**config.mk**
```make
export PLATFORM = sky130hd
export DESIGN_NAME = fetch_stage
export DESIGN_NICKNAME = d
export VERILOG_FILES = /design/src/rtl/fetch_stage.sv
export SDC_FILE = /design/constraint.sdc
export NUM_CORES = 1
export LEC_CHECK = 0
export CAP_MARGIN = 0
export CELL_PAD_IN_SITES_DETAIL_PLACEMENT = 1
export CELL_PAD_IN_SITES_GLOBAL_PLACEMENT = 2
export CORE_MARGIN = 2
export CORE_UTILIZATION = 27
export CTS_CLUSTER_DIAMETER = 150
export DETAILED_ROUTE_END_ITERATION = 8
export GPL_ROUTABILITY_DRIVEN = 0
export PLACE_DENSITY_LB_ADDON = 0.05
export SLEW_MARGIN = 20
export SYNTH_ARGS = -nofsm -noshare
export SYNTH_HDL_FRONTEND = slang
export SYNTH_SLANG_ARGS = --single-unit
```
**constraint.sdc**
```tcl
create_clock -name clk -period 5.2 [get_ports clk]
set_clock_uncertainty 0.1 [all_clocks]
set_input_delay 1.04 -clock clk [delete_from_list [all_inputs] [get_ports clk]]
set_output_delay 1.04 -clock clk [all_outputs]
set_load 0.02 [all_outputs]
```
**src/rtl/fetch_stage.sv**
```systemverilog
// Instruction-fetch stage: program counter, IF/ID register, branch/halt resolution.
// Optional perf counters (fetch/flush/stall) enabled by defining FETCH_PERF_CNT_EN.
module fetch_stage #(
    parameter int                   PC_W      = 8,
    parameter int                   INSTR_W   = 9,
    parameter logic [INSTR_W-1:0]   NOP_INSTR = 9'b111_000000
) (
    input  logic               clk,
    input  logic               rst_n,
    input  logic               stall,
    input  logic               halt,
    input  logic               branch,
    input  logic               takeit,
    input  logic               direct_flag,
    input  logic [PC_W-1:0]    branch_target,
    output logic [PC_W-1:0]    imem_addr,
    input  logic [INSTR_W-1:0] imem_data,
    output logic [INSTR_W-1:0] instruction,
    output logic [PC_W-1:0]    if_pc,
    output logic               if_valid,
    output logic               halted
`ifdef FETCH_PERF_CNT_EN
    ,
    output logic [15:0]        fetch_cnt,
    output logic [15:0]        flush_cnt,
    output logic [15:0]        stall_cnt
`endif
);

    typedef enum logic [0:0] {
        RUN    = 1'b0,
        HALTED = 1'b1
    } state_t;

    state_t             state_q, state_d;
    logic [PC_W-1:0]    pc_q, pc_d;
    logic [INSTR_W-1:0] instr_q, instr_d;
    logic [PC_W-1:0]    if_pc_q, if_pc_d;
    logic               if_valid_q, if_valid_d;
    logic               halted_q, halted_d;
    logic               ev_fetch_s, ev_flush_s, ev_stall_s;
    logic [PC_W-1:0]    target_s;
    logic [PC_W-1:0]    rel_off_s;

    // Branch target: direct register value or IF/ID pc plus sign-extended 4-bit offset
    always_comb begin
        rel_off_s = {{(PC_W-4){instr_q[3]}}, instr_q[3:0]};
        if (direct_flag) begin
            target_s = branch_target;
        end else begin
            target_s = if_pc_q + rel_off_s;
        end
    end

    // Next-state logic; priority in RUN is stall > halt > redirect > advance
    always_comb begin
        state_d    = state_q;
        pc_d       = pc_q;
        instr_d    = instr_q;
        if_pc_d    = if_pc_q;
        if_valid_d = if_valid_q;
        halted_d   = halted_q;
        ev_fetch_s = 1'b0;
        ev_flush_s = 1'b0;
        ev_stall_s = 1'b0;
        case (state_q)
            RUN: begin
                if (stall) begin
                    ev_stall_s = 1'b1;
                end else if (halt && if_valid_q) begin
                    state_d    = HALTED;
                    instr_d    = NOP_INSTR;
                    if_valid_d = 1'b0;
                    halted_d   = 1'b1;
                end else if (branch && takeit && if_valid_q) begin
                    pc_d       = target_s;
                    instr_d    = NOP_INSTR;
                    if_valid_d = 1'b0;
                    if_pc_d    = pc_q;
                    ev_flush_s = 1'b1;
                end else begin
                    instr_d    = imem_data;
                    if_pc_d    = pc_q;
                    if_valid_d = 1'b1;
                    pc_d       = pc_q + {{(PC_W-1){1'b0}}, 1'b1};
                    ev_fetch_s = 1'b1;
                end
            end
            HALTED: begin
                halted_d = 1'b1;
            end
            default: begin
                // Illegal encoding: fall back to a safe halted-free RUN with a bubble
                state_d    = RUN;
                instr_d    = NOP_INSTR;
                if_valid_d = 1'b0;
                halted_d   = 1'b0;
            end
        endcase
    end

    // Pipeline and state registers with synchronous active-low reset
    always_ff @(posedge clk) begin
        if (!rst_n) begin
            state_q    <= RUN;
            pc_q       <= {PC_W{1'b0}};
            instr_q    <= NOP_INSTR;
            if_pc_q    <= {PC_W{1'b0}};
            if_valid_q <= 1'b0;
            halted_q   <= 1'b0;
        end else begin
            state_q    <= state_d;
            pc_q       <= pc_d;
            instr_q    <= instr_d;
            if_pc_q    <= if_pc_d;
            if_valid_q <= if_valid_d;
            halted_q   <= halted_d;
        end
    end

    assign imem_addr   = pc_q;
    assign instruction = instr_q;
    assign if_pc       = if_pc_q;
    assign if_valid    = if_valid_q;
    assign halted      = halted_q;

`ifdef FETCH_PERF_CNT_EN
    logic [15:0] fetch_cnt_q, flush_cnt_q, stall_cnt_q;

    // Saturating event counters; events only fire in RUN so they freeze when halted
    always_ff @(posedge clk) begin
        if (!rst_n) begin
            fetch_cnt_q <= 16'd0;
            flush_cnt_q <= 16'd0;
            stall_cnt_q <= 16'd0;
        end else begin
            if (ev_fetch_s && (fetch_cnt_q != 16'hFFFF)) begin
                fetch_cnt_q <= fetch_cnt_q + 16'd1;
            end else begin
                fetch_cnt_q <= fetch_cnt_q;
            end
            if (ev_flush_s && (flush_cnt_q != 16'hFFFF)) begin
                flush_cnt_q <= flush_cnt_q + 16'd1;
            end else begin
                flush_cnt_q <= flush_cnt_q;
            end
            if (ev_stall_s && (stall_cnt_q != 16'hFFFF)) begin
                stall_cnt_q <= stall_cnt_q + 16'd1;
            end else begin
                stall_cnt_q <= stall_cnt_q;
            end
        end
    end

    assign fetch_cnt = fetch_cnt_q;
    assign flush_cnt = flush_cnt_q;
    assign stall_cnt = stall_cnt_q;
`else
    logic unused_ev_s;
    assign unused_ev_s = ev_fetch_s ^ ev_flush_s ^ ev_stall_s;
`endif

endmodule

```
# Word-level counts from Yosys, hierarchy flattened
# Index checks and enable logic that the tools add are counted.
# word_totals
ff_bits	28
out_inout_bits	27
# op_classes
mux	12
n_reduce_logical	6
addsub	2
n_bitwise	3
eq_ne	2
# ops
cell	count
two-way mux 9 bit	2
two-way mux 8 bit	2
adder 8 x 1 -> 8 bit (second input constant)	1
adder 8 bit	1
two-way mux 1 bit	7
!= test 2 bit (second input constant)	2
AND reduction 2 bit	2
logical AND 1 bit	3
inverter 1 bit	3
AND reduction 3 bit	1
one-hot mux 1 bit (2 select lines)	1

# Logic depth before layout (Yosys ltp)
# depth
ltp_word	4
mapped_depth	8
ltp_nobuf	8

# Least setup slack after synthesis
# OpenSTA, ideal clock, no wires.
# synth_timing
path_type	input to register
from	input port stall
to	register pc_q[7], in the netlist imem_addr[7]
t_required_ps	5012
path_stages	6
setup_time_ps	88
slack_ps	3023
path_buffers	1
arrival_time_ps	1988
path_cell_list	or2_1 > buf_6 > a21oi_4 > nand4_1 > xor2_1 > o32ai_2
# synth_between
elab_chain_len	2
# synth_rtl
item	line	text
start, declared	10	input logic stall,
inverter 1 bit (no source line)	--	
AND reduction 3 bit (no source line)	--	
end signal, assigned	106	pc_q <= {PC_W{1'b0}};
end signal, assigned	113	pc_q <= pc_d;
end, declared	36	logic [PC_W-1:0] pc_q, pc_d;
# Every way passes these cells.
# A chain may end at the register's enable or synchronous reset.

# Final worst setup path
# Ends and elaborated chain as after synthesis.

==> run_results.csv <==
group,metric,value,unit
timing,rsz0062_at_grt,"no",
routing,vias,1619,
critical_path,cp.arrival,2.83,ns
global_route,grt.busiest_layer,"met2",
global_route,grt_pass1_vias,1669,
clocking,cts_resized,0,
logic_synthesis,avgSynthCellArea,8.04,sq um
run,drv_cap,0,
layout,diodes,0,
routing,drt-initial-drc-count,54,
layout,seq_area,561,sq um
logic_synthesis,yosysWarnings,0,
global_route,track_usage,0.164,
timing,hold_violations,0,
global_route,groute.layer.met3.usage,0.0294,
timing,fin_crit,2.74,ns
clocking,cts-htree-levels,1,
clocking,cts_root_buffer,"clkbuf_8",
logic_synthesis,syn_inst,194,
clocking,clock_latency,0.27,ns
layout,final_cell_mix,"clkdlybuf4s50_1, nand2_1, dfxtp_1, nor2_1, a21oi_1",
critical_path,path_cells,"clkdlybuf4s50_1 > or2_1 > a21oi_4 > nand4_1 > xor2_1 > o32ai_2",
die,start_util,0.282,
layout,n_fill_cell,684,
logic_synthesis,syn_nets,227,
critical_path,crit_slowest_cell,"clkdlybuf4s50_1",
layout,multi_input_area,931,sq um
layout,syn_to_final_growth,38.7,%
timing,relSlewSlack,0.497,
timing,finalSetupTns,0,ns
layout,final_layout_size_suffix_gt1_frac,0.0375,
critical_path,cp.required,5.29,ns
critical_path,critical-path-max-stage-delay,0.43,ns
timing,drv_slew,0,
placement,io_buffers,50,
critical_path,crit_path_start_kind,"input port",
layout,final_nets,274,
logic_synthesis,yosysSeqAreaShare,0.359,
timing,finalCritPeriodShare,0.527,
logic_synthesis,yosys.cell_types.count,44,
die,dieHeight,80.0,um
die,core,5540,sq um
layout,finalNonFillerCells,312,
global_route,grt_pass1_wl,8220,um
critical_path,cp-end-kind,"flop",
global_route,grt.met1_usage,0.205,
routing,drtAntennaViolNets,0,
routing,viasPerCell,5.19,
critical_path,critical_path_class,"in2reg",
power_and_ir_drop,powerDensity,219,nW/um^2
global_route,grt.overflow.total,0,
clocking,numCtsBuffers,3,
global_route,grt_max_degree,22,
die,pin_count,51,
global_route,use_met2,0.301,
power_and_ir_drop,design_power_total,0.474,mW
power_and_ir_drop,ir_drop,0.114,mV
global_route,antenna_found_initial,0,
placement,dp_hpwl,4020,um
timing,tightest_slew,0.753,ns
routing,drc,0,
layout,final_common_cell,"clkdlybuf4s50_1",
clocking,holdBufCountCts,0,
routing,wl,5170,um
logic_synthesis,ys_seq_elements,28,
layout,fin_util,0.390,
hold_path,hold_path_class,"reg2reg",
placement,place_inst,308,
logic_synthesis,synth_area,1560,sq um
clocking,clkSlewWorstSetupHoldPaths,0.10,ns
outcome,status,"complete, no violations",
clocking,cts_buffer_depth,2,
clocking,tritoncts,"built",
die,placementRows,27,
clocking,cts_sinks,28,
critical_path,crit_fanout,14,
die,dieArea,6400,sq um
timing,setup_viol,0,
timing,fmax,0.365,GHz
routing,drt_first_pass_iters,4,
die,die_w,80.0,um
routing,routedWlPerCell,16.6,um
clocking,post_cts_buffers,0,
power_and_ir_drop,power.static_leakage,0.798,nW
## power by group
part | leakage (nW) | internal (mW) | total [mW] | switching (mW)
combinational | 0.541 | 0.0483 | 0.103 | 0.0543
clock | 0.0288 | 0.0678 | 0.137 | 0.0693
sequential | 0.228 | 0.223 | 0.234 | 0.0108
total | 0.798 | 0.340 | 0.474 | 0.134
## stage by stage
step / worst slack, ns / cell area [sq um] / hold slack (ns)
2_1_floorplan: 3.02 / 1560 / 0.385
3_3_place_gp: 2.22 / 2110 / 0.332
3_5_place_dp: 2.14 / 2110 / 0.346
4_1_cts: 2.43 / 2160 / 0.370
5_1_grt: 2.32 / 2160 / 0.396
6_report: 2.46 / 2160 / 0.369
## worst paths after layout
check | startpoint | end | slack [ns] | depth (start not counted)
setup / recovery | stall | imem_addr[7] | 2.46 | 6
setup reg to reg | instruction[3] | imem_addr[7] | 2.99 | 5
hold / removal | halted | halted | 0.37 | 1
hold reg to reg | halted | halted | 0.37 | 1
## layer usage
metal,routed length (um),part of all wire
met1,2330,0.45
met2,2620,0.51
met3,195,0.038
met4,19,0.0037
met5,0,0
## logic make-up (layout without fill, tap and decap cells)
family          count (synthesis)  in the layout  share of synthesized area
compound gates                 62             62                      0.262
xor+xnor                        4              4                     0.0225
fa+ha+maj                       9              9                     0.0770
buf+inv                        15             61                     0.0441
flops                          28             28                      0.359
mux                             3              3                     0.0200
simple gates                   73             73                      0.215
## state kept, by name, indices dropped and copies added, names as in the netlist
signal	count
halted	1
if_pc	8
if_valid	1
imem_addr	8
instruction	9
state_q	1
## cells in the mapped netlist, drive strengths merged
| library cell | instances | area (sq um) |
|---|---|---|
| a2bb2oi | 1 | 8.76 |
| buf | 3 | 23.8 |
| xor2 | 3 | 26.3 |
| mux2i | 2 | 20.0 |
| nand2 | 29 | 109 |
| nand4b | 1 | 8.76 |
| a21o | 4 | 30.0 |
| fa | 1 | 20.0 |
| or3 | 2 | 12.5 |
| or3b | 1 | 8.76 |
| and3 | 1 | 6.26 |
| dfxtp | 28 | 561 |
| nand2b | 3 | 18.8 |
| mux2 | 1 | 11.3 |
| inv | 7 | 26.3 |
| o21a | 1 | 7.51 |
| ha | 8 | 100 |
| o211ai | 3 | 22.5 |
| nand4 | 2 | 12.5 |
| or2 | 1 | 6.26 |
| o221ai | 2 | 17.5 |
| clkbuf | 5 | 18.8 |
| o2111ai | 1 | 8.76 |
| a31oi | 1 | 6.26 |
| nand3 | 4 | 20.0 |
| nor2 | 22 | 82.6 |
| a41oi | 1 | 8.76 |
| o22ai | 3 | 18.8 |
| a22oi | 6 | 45.0 |
| o32ai | 1 | 16.3 |
| o21ai | 10 | 50.1 |
| or4 | 1 | 7.51 |
| a311oi | 1 | 8.76 |
| nor4 | 1 | 6.26 |
| nor3 | 5 | 36.3 |
| a21oi | 22 | 121 |
| xnor2 | 1 | 8.76 |
| a211oi | 4 | 30.0 |
| a32oi | 1 | 8.76 |
## critical path: cells and delay by family
| kind | cells | cell delay (ns) |
|---|---|---|
| compound gates | 2 | 0.60 |
| xor+xnor | 1 | 0.18 |
| buf+inv | 1 | 0.43 |
| simple gates | 2 | 0.57 |
## final cells by class
type / instances / share of cell area
Clock buffer: 4 / 0.0254
Inverter: 7 / 0.0121
Multi-Input combinational cell: 151 / 0.430
Sequential cell: 28 / 0.259
Tap cell: 72 / 0.0416
Timing Repair Buffer: 50 / 0.231
Note: power is estimated with default switching activity, not from simulation.
